[config.mk]
export PLATFORM = sky130hd
export DESIGN_NAME = mips_seq_ctrl
export DESIGN_NICKNAME = d
export VERILOG_FILES = /design/src/rtl/mips_seq_ctrl_pkg.sv /design/src/rtl/mips_ctrl_decode.sv /design/src/rtl/mips_seq_ctrl.sv
export SDC_FILE = /design/constraint.sdc
export NUM_CORES = 1
export LEC_CHECK = 0
export CAP_MARGIN = 40
export CORE_AREA = 2 2 63 65
export DETAILED_ROUTE_END_ITERATION = 10
export DIE_AREA = 0 0 65 67
export PLACE_DENSITY = 0.72
export RECOVER_POWER = 25
export SYNTH_ARGS = -nofsm -noshare
export SYNTH_HDL_FRONTEND = slang
export SYNTH_HIERARCHICAL = 1
export SYNTH_SLANG_ARGS = --single-unit
[constraint.sdc]
create_clock -name clk -period 1.51 [get_ports clk]
set_input_delay 0.2265 -clock clk [delete_from_list [all_inputs] [get_ports clk]]
set_output_delay 0.2265 -clock clk [all_outputs]
set_load 0.02 [all_outputs]
[src/rtl/mips_seq_ctrl_pkg.sv]
// Shared constants for the multi-cycle MIPS sequencing controller.
// Includes state encodings, opcode/funct codes, ALU control values and
// operand-2 select encodings.
package mips_seq_ctrl_pkg;

    typedef enum logic [2:0] {
        ST_FETCH  = 3'd0,
        ST_DECODE = 3'd1,
        ST_EXEC   = 3'd2,
        ST_WB     = 3'd3,
        ST_EXCPT  = 3'd4,
        ST_HALT   = 3'd5
    } state_t;

    // Opcode field values
    localparam logic [5:0] OP_RTYPE = 6'h00;
    localparam logic [5:0] OP_ADDI  = 6'h08;
    localparam logic [5:0] OP_ANDI  = 6'h0c;
    localparam logic [5:0] OP_ORI   = 6'h0d;
    localparam logic [5:0] OP_XORI  = 6'h0e;

    // Funct field values for register-form instructions
    localparam logic [5:0] FN_ADD = 6'h20;
    localparam logic [5:0] FN_SUB = 6'h22;
    localparam logic [5:0] FN_AND = 6'h24;
    localparam logic [5:0] FN_OR  = 6'h25;
    localparam logic [5:0] FN_XOR = 6'h26;
    localparam logic [5:0] FN_NOR = 6'h27;

    // ALU control values
    localparam logic [2:0] ALU_NONE = 3'd0;
    localparam logic [2:0] ALU_ADD  = 3'd2;
    localparam logic [2:0] ALU_SUB  = 3'd3;
    localparam logic [2:0] ALU_AND  = 3'd4;
    localparam logic [2:0] ALU_OR   = 3'd5;
    localparam logic [2:0] ALU_NOR  = 3'd6;
    localparam logic [2:0] ALU_XOR  = 3'd7;

    // ALU operand-2 select
    localparam logic [1:0] SRC2_REG  = 2'd0;
    localparam logic [1:0] SRC2_SEXT = 2'd1;
    localparam logic [1:0] SRC2_ZEXT = 2'd2;

    // Destination select
    localparam logic RD_SEL_RD = 1'b0;
    localparam logic RD_SEL_RT = 1'b1;

endpackage

[src/rtl/mips_ctrl_decode.sv]
// Combinational opcode/funct classifier.
// Anything outside the supported subset is reported as illegal, and in that
// case the controls are driven to neutral zeros.
module mips_ctrl_decode
    import mips_seq_ctrl_pkg::*;
(
    input  logic [5:0] opcode,
    input  logic [5:0] funct,
    output logic       legal,
    output logic       rd_src,
    output logic [1:0] alu_src2,
    output logic [2:0] alu_op
);

    // Classify the instruction word and derive its datapath controls
    always_comb begin
        legal    = 1'b0;
        rd_src   = RD_SEL_RD;
        alu_src2 = SRC2_REG;
        alu_op   = ALU_NONE;
        case (opcode)
            OP_RTYPE: begin
                case (funct)
                    FN_ADD: begin legal = 1'b1; alu_op = ALU_ADD; end
                    FN_SUB: begin legal = 1'b1; alu_op = ALU_SUB; end
                    FN_AND: begin legal = 1'b1; alu_op = ALU_AND; end
                    FN_OR:  begin legal = 1'b1; alu_op = ALU_OR;  end
                    FN_XOR: begin legal = 1'b1; alu_op = ALU_XOR; end
                    FN_NOR: begin legal = 1'b1; alu_op = ALU_NOR; end
                    default: begin
                        legal  = 1'b0;
                        alu_op = ALU_NONE;
                    end
                endcase
            end
            OP_ADDI: begin
                legal    = 1'b1;
                rd_src   = RD_SEL_RT;
                alu_src2 = SRC2_SEXT;
                alu_op   = ALU_ADD;
            end
            OP_ANDI: begin
                legal    = 1'b1;
                rd_src   = RD_SEL_RT;
                alu_src2 = SRC2_ZEXT;
                alu_op   = ALU_AND;
            end
            OP_ORI: begin
                legal    = 1'b1;
                rd_src   = RD_SEL_RT;
                alu_src2 = SRC2_ZEXT;
                alu_op   = ALU_OR;
            end
            OP_XORI: begin
                legal    = 1'b1;
                rd_src   = RD_SEL_RT;
                alu_src2 = SRC2_ZEXT;
                alu_op   = ALU_XOR;
            end
            default: begin
                legal = 1'b0;
            end
        endcase
    end

endmodule

[src/rtl/mips_seq_ctrl.sv]
// Multi-cycle sequencing controller: FETCH -> DECODE -> EXEC -> WB for legal
// instructions, and DECODE -> EXCPT -> HALT for unrecognised words.
// Every strobe except ir_load is a flop, loaded with the value that belongs
// to the state being entered. ir_load has to follow imem_ready within the
// same FETCH cycle, so it is gated from the registered fetch request.
module mips_seq_ctrl
    import mips_seq_ctrl_pkg::*;
(
    input  logic        clk,
    input  logic        reset,
    input  logic        imem_ready,
    input  logic [5:0]  opcode,
    input  logic [5:0]  funct,
    input  logic        resume,
    output logic        imem_req,
    output logic        ir_load,
    output logic        pc_en,
    output logic        rf_we,
    output logic        rd_src,
    output logic [1:0]  alu_src2,
    output logic [2:0]  alu_op,
    output logic        except,
    output logic        halted,
    output logic [15:0] instr_count
);

    state_t     state_r;
    logic       legal_s;
    logic       rd_src_s;
    logic [1:0] alu_src2_s;
    logic [2:0] alu_op_s;

    mips_ctrl_decode u_decode (
        .opcode   (opcode),
        .funct    (funct),
        .legal    (legal_s),
        .rd_src   (rd_src_s),
        .alu_src2 (alu_src2_s),
        .alu_op   (alu_op_s)
    );

    // imem_req is high exactly while in FETCH, so the capture lands in that state only
    assign ir_load = imem_req & imem_ready;

    // Sequencer state, registered strobes, latched decode controls and retire counter
    always_ff @(posedge clk) begin
        if (reset) begin
            state_r     <= ST_FETCH;
            imem_req    <= 1'b1;
            pc_en       <= 1'b0;
            rf_we       <= 1'b0;
            except      <= 1'b0;
            halted      <= 1'b0;
            rd_src      <= RD_SEL_RD;
            alu_src2    <= SRC2_REG;
            alu_op      <= ALU_NONE;
            instr_count <= 16'h0000;
        end else begin
            case (state_r)
                ST_FETCH: begin
                    if (imem_ready) begin
                        state_r  <= ST_DECODE;
                        imem_req <= 1'b0;
                    end else begin
                        state_r  <= ST_FETCH;
                        imem_req <= 1'b1;
                    end
                end
                ST_DECODE: begin
                    rd_src   <= rd_src_s;
                    alu_src2 <= alu_src2_s;
                    alu_op   <= alu_op_s;
                    if (legal_s) begin
                        state_r <= ST_EXEC;
                    end else begin
                        // Advance PC past the bad word while signalling the trap
                        state_r <= ST_EXCPT;
                        except  <= 1'b1;
                        pc_en   <= 1'b1;
                    end
                end
                ST_EXEC: begin
                    state_r <= ST_WB;
                    rf_we   <= 1'b1;
                    pc_en   <= 1'b1;
                end
                ST_WB: begin
                    state_r     <= ST_FETCH;
                    rf_we       <= 1'b0;
                    pc_en       <= 1'b0;
                    imem_req    <= 1'b1;
                    instr_count <= instr_count + 16'd1;
                end
                ST_EXCPT: begin
                    state_r <= ST_HALT;
                    except  <= 1'b0;
                    pc_en   <= 1'b0;
                    halted  <= 1'b1;
                end
                ST_HALT: begin
                    if (resume) begin
                        state_r  <= ST_FETCH;
                        halted   <= 1'b0;
                        imem_req <= 1'b1;
                    end else begin
                        state_r  <= ST_HALT;
                        halted   <= 1'b1;
                    end
                end
                default: begin
                    // Unreachable encodings recover to a clean fetch
                    state_r  <= ST_FETCH;
                    imem_req <= 1'b1;
                    pc_en    <= 1'b0;
                    rf_we    <= 1'b0;
                    except   <= 1'b0;
                    halted   <= 1'b0;
                end
            endcase
        end
    end

endmodule

### After elaboration in Yosys (flattened, before gate mapping)

Index checks and enable logic that the tools add are counted.

| word-level totals | value |
|---|---|
| bits in registers | 30 |
| logic and storage cells | 64 |

| cells by class | value |
|---|---|
| add/sub/neg operators | 1 |
| eq/ne operators | 17 |
| muxes and demuxes | 19 |
| bitwise operators | 4 |
| reductions and logical operators | 13 |

Operator list:

| kind | number |
|---|---|
| 6-bit == test (second input constant) | 6 |
| 3-bit case mux with 5 select lines | 2 |
| 6-bit by 4-bit == test with 1-bit output (second input constant) | 4 |
| 3-bit case mux with 6 select lines | 1 |
| 16-bit by 1-bit adder with 16-bit output (second input constant) | 1 |
| 4-bit OR reduction | 4 |
| 1-bit case mux with 3 select lines | 3 |
| 1-bit two-way mux | 7 |
| 3-bit by 2-bit == test with 1-bit output (second input constant) | 2 |
| 3-bit == test (second input constant) | 2 |
| 6-bit logical NOT | 1 |
| 3-bit two-way mux | 2 |
| 1-bit case mux with 2 select lines | 3 |
| 2-bit AND reduction | 3 |
| 3-bit OR reduction | 2 |
| 6-bit OR reduction | 1 |
| 2-bit inequality test (second input constant) | 2 |
| 2-bit case mux with 2 select lines | 1 |
| 3-bit by 1-bit == test with 1-bit output (second input constant) | 1 |
| 3-bit logical NOT | 1 |
| 1-bit NOT | 3 |
| 2-bit OR reduction | 1 |
| 1-bit bitwise AND | 1 |

### Longest topological paths before layout

Gate-level depths: netlist of the first run.

| logic depth | value |
|---|---|
| depth after elaboration | 6 |
| depth in mapped cells | 7 |
| depth with buffers taken out | 7 |

### By module

Netlist of the first run, hierarchy kept.

Modules (own cells, without submodules):

| module | instances | cells each | area an instance (um2) |
|---|---|---|---|
| mips_seq_ctrl | 1 | 144 | 1280.0 |
| mips_ctrl_decode | 1 | 25 | 166.4 |

### Least setup slack after synthesis of the first run

Ideal clock, no wire load.

| path | value |
|---|---|
| path kind | flip-flop to flip-flop |
| start point | reg instr_count[0] |
| end point | reg instr_count[14] |
| setup time | 0.071 ns |
| data arrival time | 1.617 ns |
| required time | 1.439 ns |
| setup slack | -0.177 ns |
| cell stages (with the launch flop) | 6 |
| path buffers | 0 |
| cell sequence | dfxtp_1 ha_1 and3_1 nand2_1 or4_1 a21oi_1 |

| between the ends | value |
|---|---|
| longest elaborated chain between the ends | 1 |

Ends and longest elaborated chain:

| item | line | text |
|---|---|---|
| start, declared | mips_seq_ctrl.sv:24 | `output logic [15:0] instr_count` |
| start signal, assigned | mips_seq_ctrl.sv:92 | `instr_count <= instr_count + 16'd1;` |
| 16-bit by 1-bit adder with 16-bit output | mips_seq_ctrl.sv:92 |  |

Every way passes these cells.
A chain may end at the register's enable or synchronous reset.

### Worst setup path in the final report of the first run

| path | value |
|---|---|
| start point | reg imem_req |
| end point | out imem_req |

RTL lines:

| item | line | text |
|---|---|---|
| start, declared | mips_seq_ctrl.sv:15 | `output logic imem_req,` |
| start signal, assigned | mips_seq_ctrl.sv:49 | `imem_req <= 1'b1;` |
| start signal, assigned | mips_seq_ctrl.sv:63 | `imem_req <= 1'b0;` |
| start signal, assigned | mips_seq_ctrl.sv:66 | `imem_req <= 1'b1;` |

No word-level cell between the ends.

==> qor.csv, run 1 <==
metric,value,unit
DP Wirelength,2.41,mm
area grow syn2layout,51.7,%
maximum vdd drop,0.462,mV
vias in the first global route,1301,
Rel. slew slack,78.9,%
cell chain of the critical path,clkdlybuf4s50_1,
Final Hold Viols,0,
type of destination of the critical path,primary output,
met1 wire length,1.38,mm
Worst Path Required,1.28,ns
clock tree buffer depth,2,
pin count of the biggest net entering global routing,30,
syn_area_per_cell,8.56,um2
Final Skew,0.00986,ns
RSZ-0062 raised after global routing,true,
CTS Root Cell,clkbuf_8,
via count,1449,
period utilization,97.5,%
Max Cap Violations,0,
Yosys cell types,36,
core area,0.00361,mm2
"Buf+Inv Stages, Crit Path",1,
H-tree levels,2,
Synth area leaders,"dfxtp_1, mux2i_1, nor2_1",
DRT iter0 DRCs,58,
minimum clock period,1.47,ns
Antenna Cells,0,
largest stage delay on the critical path,0.61,ns
Lkg Pwr,0.898,nW
hold path depth,2,
final core area utilization,60.9,%
Worst R2R End,instr_count[13]$_SDFFE_PP0P_,
Worst-Skew Late Latency,0.29,ns
fin. max-slew vios,0,
Final nets,255,
Hold Startpoint,rf_we$_SDFFE_PP0N_,
IO Pins,44,
grt ovf,0,
DIE AREA,0.00436,mm2
Placer Congestion,0.729,
critical path's slowest cell,clkdlybuf4s50_1,
met2 routed WL,1.60,mm
WP data arrival,1.25,ns
reg2reg start,instr_count[8]$_SDFFE_PP0P_,
fillers,357,
Final Non-Filler Cells,287,
Met3 Wirelength,246,um
Die Y,67,um
Cells after Synth,169,
cell accounting for the most synthesized area,dfxtp_1,
Core Rows,22,
CP startpoint kind,flip-flop,
Yosys warning total,6,
DRT antenna net count,0,
clk slew on worst S/H paths,0.07,ns
register area share after synthesis,41.5,%
Placed Instances,276,
Worst Max-Slew Pin Slew,0.316,ns
WL/cell,11.4,um
Worst R2R Setup Slack,0.05,ns
clk sinks,30,
DRT Wirelength,3.26,mm
cts bufs inserted,5,
CP Max Fanout,4,
outcome,"finished, final reports clean",
syn_nets,186,
share of the synthesized area in the top cell type,41.5,%
initial antenna violation count,0,
Crit Path Class,flip-flop to primary output,
Worst Hold Path EP,rf_we$_SDFFE_PP0N_,
Starting Density,40.1,%
CTS tree,built,
Pre-antenna DRT Iters,4,
Fmax,680,MHz
Synth Register Bits,30,
Worst R2R Path Depth,5,
synthesized area,0.00145,mm2
final setup vio count,0,
Overall Global Routing Usage,16.7,%
Horiz. Die Dim,65,um
vias per cell,5.05,
share of cells above drive strength 1,22.6,%
first-pass GRT wire length,5.53,mm
Min-Delay Path Class,flip-flop to flip-flop,
IO Port Bufs,43,
Crit path max-delay family,buffers and inverters,
number of remaining DRC errors,0,
PwrDens,789,mW/mm2
DR top layer,met4,
## power by group
group          leakage (nW)  internal, mW  switching, mW
registers             0.248         0.804         0.0104
logic                 0.603         0.121          0.119
clock network        0.0472         0.366          0.312
## cell type report
type	instances	area, um2	share of cell area (%)
Sequential cell	30	618	28.2
Timing Repair Buffer	69	572	26.1
Clock buffer	6	82.6	3.76
Inverter	6	22.5	1.03
Tap cell	48	60.1	2.74
Clock inverter	2	12.5	0.570
Multi-Input combinational cell	126	827	37.7
## layout by cell type (no fill, tap or decap), drive strengths merged, types with 2 or more instances in the layout
cell and instances:
dfxtp 30, buf 25, clkdlybuf4s50 24, nor2 23, dlygate4sd2 13, a21oi 13, clkbuf 13, xor2 9
nand2 9, o21ai 9, mux2i 8, nand3 8, nand4 7, inv 6, and3 5, nand2b 4
o31ai 4, or4 4, nor2b 3, or3 3, a211oi 2, a22oi 2, nand4b 2, nor3 2
## stage by stage
stage / worst slack [ns] / hold slack [ns] / instance area, um2 / total power, mW / setup TNS (ns)
final: 0.0384 / 0.475 / 2190 / 1.73 / 0
after global routing: -0.0154 / 0.515 / 2190 / 1.82 / -0.0162
after CTS: -0.00166 / 0.485 / 2200 / 1.77 / -0.00166
after detailed placement: -0.180 / 0.473 / 2110 / 1.08 / -0.770
after global placement: -0.153 / 0.463 / 2110 / 1.08 / -0.588
after floorplan: 0.00251 / 0.332 / 1480 / 0.952 / 0
## how the worst max path moves through the flow
stage	from	end	slack (ns)	depth (start not counted)
finish	imem_req$_SDFFE_PP1P_	imem_req	0.04	1
global route	instr_count[7]$_SDFFE_PP0P_	instr_count[13]$_SDFFE_PP0P_	-0.02	5
CTS	instr_count[1]$_SDFFE_PP0P_	instr_count[1]	-0.002	1
detailed placement	opcode[0]	pc_en$_SDFFE_PP0P_	-0.18	8
global placement	opcode[0]	pc_en$_SDFFE_PP0P_	-0.15	8
floorplan	instr_count[8]$_SDFFE_PP0P_	instr_count[14]$_SDFFE_PP0P_	0.003	4
## flip-flops by register name, indices dropped and copies added, names as in the netlist
name and flops:
alu_op 3, alu_src2 2, except 1, halted 1
imem_req 1, instr_count 16, pc_en 1, rd_src 1
rf_we 1, state_r 3
## cell usage after synthesis, drive strengths merged
master,count
dfxtp,30
nor2,23
a21oi,13
nand2,9
o21ai,9
xor2,9
mux2i,8
nand3,8
nand4,7
inv,6
and3,5
clkbuf,5
nand2b,4
o31ai,4
or4,4
nor2b,3
or3,3
a211oi,2
a22oi,2
buf,2
nand4b,2
nor3,2
a21boi,1
a21o,1
and2,1
and4,1
and4b,1
ha,1
nor3b,1
nor4,1
xnor2,1
## metal layers
layer / up-vias / GRT usage, %
li1: 743 / -
met1: 659 / 16.8
met2: 44 / 30.7
met3: 3 / 7.26
met4: 0 / 5.59
met5: - / 0
## cell families after synthesis
family,count (synthesis),synth area share [%]
AO/OA/AOI/OAI,32,12.8
XOR/XNOR,10,6.06
adder cells (fa/ha/maj),1,0.865
buffers and inverters,13,3.63
flip-flops,30,41.5
multiplexers,8,5.54
AND/OR/NAND/NOR,75,29.6
## what timing repair did
action,in CTS,in global routing
resized for setup,15,9
pin swaps,2,10
gates cloned,0,0
hold buffers,0,0
setup endpoints to repair,16,11
endpoints found under the hold margin,0,0
buffers inserted,0,3
Power figures use the tool's default switching activity.
==> run 2, diff against run 1 <==
PLACE_DENSITY = 0.7   (was 0.72)
==> qor.csv, run 2 (synthesis gave the netlist of run 1 again) <==
metric,value,unit
outcome,"finished, final reports clean",
Overall Global Routing Usage,17.9,%
GR Util met3,5.57,%
Final Skew,0.00408,ns
share of cells above drive strength 1,23.5,%
met1 Use GR,16.4,%
final core area utilization,61.3,%
Hold Startpoint,rf_we$_SDFFE_PP0N_,
fin. max-slew vios,0,
final non-filler cell area,0.00221,mm2
initial antenna violation count,0,
Antenna Cells,0,
Core Rows,22,
Lkg Pwr,0.871,nW
period utilization,97.7,%
Worst-Skew Late Latency,0.28,ns
setup ws final,0.0348,ns
DIE AREA,0.00436,mm2
Starting Density,40.1,%
number of remaining DRC errors,0,
Fmax,678,MHz
H-tree levels,2,
Clk pwr share,38.2,%
Horiz. Die Dim,65,um
Placer Congestion,0.719,
critical path's slowest cell,clkdlybuf4s50_1,
cell chain of the critical path,clkdlybuf4s50_1,
Crit Path Class,flip-flop to primary output,
"Buf+Inv Stages, Crit Path",1,
DRT iter0 DRCs,39,
CTS Root Cell,clkbuf_8,
Final TNS setup,0,ns
Worst Max-Slew Pin Slew,0.322,ns
Net Switching,0.415,mW
Worst R2R Setup Slack,0.04,ns
PwrDens,770,mW/mm2
DRT Wirelength,3.53,mm
gr busiest metal,met2,
maximum vdd drop,0.464,mV
clk slew on worst S/H paths,0.06,ns
Final Non-Filler Cells,286,
Die Y,67,um
CTS Hold Buffers Added,0,
Reg with most FFs,instr_count,
WP data arrival,1.25,ns
GR Util met2,34.7,%
reg2reg start,instr_count[6]$_SDFFE_PP0P_,
RSZ-0062 raised after global routing,true,
"most common cell after layout, fill and taps aside",clkdlybuf4s50_1,
Pre-antenna DRT Iters,4,
final setup vio count,0,
placed cell area,0.00211,mm2
clock tree buffer depth,2,
vias in the first global route,1460,
type of destination of the critical path,primary output,
max FFs per register,16,
grt ovf,0,
CTS tree,built,
CP Max Fanout,2,
largest stage delay on the critical path,0.62,ns
vias per cell,5.17,
pin count of the biggest net entering global routing,30,
DP Wirelength,2.72,mm
Final nets,254,
IO Pins,44,
Min-Delay Path Class,flip-flop to flip-flop,
CP startpoint kind,flip-flop,
internal power,1.29,mW
first-pass GRT wire length,5.95,mm
Crit path max-delay family,buffers and inverters,
Critical Path Source,except$_SDFFE_PP0P_,
area grow syn2layout,52.9,%
minimum clock period,1.48,ns
WL/cell,12.3,um
"commonest non-fill, non-tap cells in the layout","clkdlybuf4s50_1, buf_4, nor2_1, dfxtp_1, a21oi_1",
Placed Instances,275,
top flop regs,"instr_count (16), alu_op (3), state_r (3)",
Rel. slew slack,78.5,%
Comb pwr share,14.0,%
DRT antenna net count,0,
pre-CTS setup slack,-0.185,ns
via count,1478,
Sw Share,24.4,%
Max Cap Violations,0,
Final Hold Viols,0,
cts bufs inserted,5,
Worst Path Required,1.28,ns
clk sinks,30,
sequential power share,47.8,%
core area,0.00361,mm2
IO Port Bufs,43,
run 2: path summary, 6_finish.rpt:
path / end / cells past startpoint
setup / recovery: except / 1
hold / removal: rf_we$_SDFFE_PP0N_ / 2
setup reg to reg: instr_count[14]$_SDFFE_PP0P_ / 5
hold reg to reg: rf_we$_SDFFE_PP0N_ / 2
run 2: metrics by stage:
| stage | hold slack (ns) | power (mW) |
|---|---|---|
| finish | 0.476 | 1.70 |
| global route | 0.514 | 1.78 |
| CTS | 0.483 | 1.73 |
| detailed placement | 0.473 | 1.08 |
| global placement | 0.460 | 1.07 |
| floorplan | 0.332 | 0.952 |
run 2: final cells by class:
type	instances	area (um2)
fill	354	1400
multi-input combinational	126	838
sequential	30	622
timing repair buffer	68	577
clock buffer	7	86.3
tap	48	60.1
inverter	6	22.5
clock inverter	1	5.00
run 2: power groups by stage:
| stage | Sequential [mW] | Combinational [mW] | Clock, mW |
|---|---|---|---|
| after floorplan | 0.847 | 0.105 | 0 |
| after detailed placement | 0.833 | 0.246 | 0 |
| after global placement | 0.833 | 0.240 | 0 |
| after global routing | 0.816 | 0.260 | 0.706 |
| after CTS | 0.816 | 0.244 | 0.671 |
| final | 0.814 | 0.238 | 0.650 |
run 2: repair_timing:
item / 4_1_cts / 5_1_grt
buffers inserted: 1 / 2
pin swaps: 1 / 5
endpoints found under the setup margin: 10 / 13
resized for setup: 9 / 16
run 2: metal layers:
layer	routed length, um	share of wire (%)
met1	1370	39
met2	1840	52
met3	231	6.5
met4	85	2.4
met5	0	0
run 2: tightest hold or removal path, cell delays in order, from the launching register on:
cell and delay, ns:
dfxtp_1 0.31, nand2b_1 0.06, a21oi_1 0.06
==> run 3, diff against run 2 <==
CAP_MARGIN = 15   (was 40)
PLACE_DENSITY = 0.72   (was 0.7)
SYNTH_HIERARCHICAL = default   (was 1)
==> qor.csv, run 3 <==
metric,value,unit
vias per cell,5.26,
fin. max-slew vios,0,
period utilization,100,%
Synth top cells by count,"dfxtp_1, nor2_1, a21oi_1, nand2_1, o31ai_1",
Final Skew,0.00960,ns
DP Wirelength,2.83,mm
Worst Hold Path EP,alu_op[2]$_SDFFE_PP0P_,
multi-input logic area,887,um2
Synth area leaders,"dfxtp_1, nor2_1, a21oi_1",
"commonest non-fill, non-tap cells in the layout","buf_4, clkdlybuf4s50_1, dfxtp_1",
Final Non-Filler Cells,293,
Die Y,67,um
Hold Startpoint,alu_op[2]$_SDFFE_PP0P_,
type of destination of the critical path,flip-flop,
Reg area,621,um2
"most common cell after layout, fill and taps aside",buf_4,
clk slew on worst S/H paths,0.07,ns
grt ovf,0,
core area,0.00361,mm2
PwrDens,765,mW/mm2
Antenna Cells,0,
Final nets,261,
Max Cap Violations,0,
Yosys warning total,0,
Clk pwr share,39.0,%
clk sinks,30,
CP Max Fanout,8,
minimum clock period,1.51,ns
clock tree buffer depth,2,
Worst-Skew Late Latency,0.29,ns
Lkg Pwr,0.911,nW
DIE AREA,0.00436,mm2
fillers,324,
Synth Register Bits,30,
sequential power share,46.9,%
Horiz. Die Dim,65,um
Final Hold Viols,0,
cts bufs inserted,5,
Cells after Synth,174,
syn_nets,191,
Min-Delay Path Class,flip-flop to flip-flop,
initial antenna violation count,0,
"Top FF cell, synth",dfxtp_1,
first-pass GRT wire length,6.13,mm
syn_area_per_cell,8.64,um2
DRT antenna net count,0,
Comb pwr share,14.2,%
Worst R2R End,instr_count[13]$_SDFFE_PP0P_,
max FFs per register,16,
Worst R2R Path Depth,4,
share of cells above drive strength 1,30.2,%
Overall Global Routing Usage,18.5,%
Yosys cell types,47,
Rel. slew slack,80.3,%
CP startpoint kind,flip-flop,
via count,1541,
Worst Max-Slew Pin Slew,0.292,ns
top flop regs,"instr_count (16), alu_op (3), state_r (3)",
number of remaining DRC errors,0,
"FFs w/ async S/R, synth",0,%
IO Pins,44,
register area share after synthesis,40.0,%
Crit Path Class,flip-flop to flip-flop,
Starting Density,41.7,%
IO Port Bufs,43,
share of the synthesized area in the top cell type,40.0,%
reg2reg start,instr_count[5]$_SDFFE_PP0P_,
H-tree levels,2,
CTS tree,built,
final setup vio count,0,
RSZ-0062 raised after global routing,true,
Placer Congestion,0.802,
top-count cell post-synth,dfxtp_1,
cell accounting for the most synthesized area,dfxtp_1,
Fmax,662,MHz
Sw Share,25.7,%
Pre-antenna DRT Iters,4,
WP data arrival,1.72,ns
internal power,1.30,mW
area grow syn2layout,52.1,%
maximum vdd drop,0.598,mV
Pwr Total,1.75,mW
outcome,"finished, final reports clean",
DRT Wirelength,3.82,mm
Placed Instances,281,
synthesized area,0.00150,mm2
Core Rows,22,
Worst R2R Setup Slack,0.0002,ns
pin count of the biggest net entering global routing,16,
CTS Root Cell,clkbuf_8,
Worst Path Required,1.72,ns
vias in the first global route,1522,
number of synthesized flops with an enable pin,0,
Reg with most FFs,instr_count,
hold path depth,2,
DRT iter0 DRCs,74,
WL/cell,13.0,um
Net Switching,0.450,mW
==> run 3: changes by cell type after synthesis, sizes merged, moves of 3 or more <==
| cell | delta |
|---|---|
| buf | +3 |
| xor2 | -4 |
| nand4 | -5 |
| xnor2 | +4 |
| o31ai | +4 |
| nor2 | -6 |
| mux2i | -5 |
==> run 3: repair_timing <==
item                                    4_1_cts  5_1_grt
resized for setup                            20       22
pin swaps                                     5        8
setup buffers                                 2        2
hold buffers                                  0        0
endpoints found under the setup margin       21       11
gates cloned                                  0        0
==> run 3: routing by layer <==
metal,global-route usage (%),routed length (um),up-vias
met3,5.57,185,7
met4,9.04,53,0
met5,0,0,-
met2,34.5,1990,42
li1,-,-,763
met1,18.6,1590,729
==> run 3: metrics by stage <==
step	TNS (ns)	setup slack (ns)	hold slack [ns]	util, %	cell area (um2)
after floorplan	-0.135	-0.0847	0.375	-	1530
after global placement	-2.77	-0.419	0.460	60.3	2170
after detailed placement	-3.18	-0.506	0.448	60.3	2170
after CTS	0	0.00321	0.467	63.2	2280
after global routing	-0.0613	-0.0187	0.485	63.4	2290
final	0	0.000166	0.468	63.4	2290
==> run 3: area by class of cell <==
class                      count  share of cell area [%]
clock buffer                   6                    3.61
clock inverter                 2                   0.547
inverter                       7                    1.15
multi-input combinational    126                    38.8
sequential                    30                    27.1
tap                           48                    2.63
timing repair buffer          74                    26.1
==> run 3: worst max path at each step <==
stage | from | slack, ns | end
floorplan | instr_count[0]$_SDFFE_PP0P_ | -0.08 | instr_count[14]$_SDFFE_PP0P_
global placement | opcode[0] | -0.42 | alu_op[0]$_SDFFE_PP0P_
detailed placement | opcode[0] | -0.51 | alu_op[1]$_SDFFE_PP0P_
CTS | instr_count[1]$_SDFFE_PP0P_ | 0.003 | instr_count[14]$_SDFFE_PP0P_
global route | state_r[1]$_SDFF_PP0_ | -0.02 | instr_count[9]$_SDFFE_PP0P_
finish | instr_count[5]$_SDFFE_PP0P_ | 0.0002 | instr_count[13]$_SDFFE_PP0P_
==> run 3: kinds of logic (layout without fill, tap and decap cells) <==
logic type | Yosys count | count (layout) | synth area share (%)
DFF | 30 | 30 | 40.0
and+or+nand+nor | 71 | 71 | 28.5
AOI/OAI and AO/OA | 39 | 39 | 16.8
adders and majority gates | 2 | 2 | 1.50
buffers and inverters | 18 | 89 | 4.66
muxes | 4 | 4 | 2.75
xor gates and xnor gates | 10 | 10 | 5.83
==> run 3: power groups by stage <==
stage | sequential (mW) | combinational, mW | clock (mW)
6_report | 0.819 | 0.248 | 0.681
5_1_grt | 0.821 | 0.270 | 0.729
4_1_cts | 0.819 | 0.254 | 0.694
3_5_place_dp | 0.837 | 0.260 | 0
3_3_place_gp | 0.836 | 0.254 | 0
2_1_floorplan | 0.851 | 0.118 | 0
==> run 3: critical path, stage by stage, from the launching register on <==
cell and delay, ns:
dfxtp_2 0.36, and4_4 0.27, nand3_4 0.13, or4_1 0.51, a21oi_1 0.18
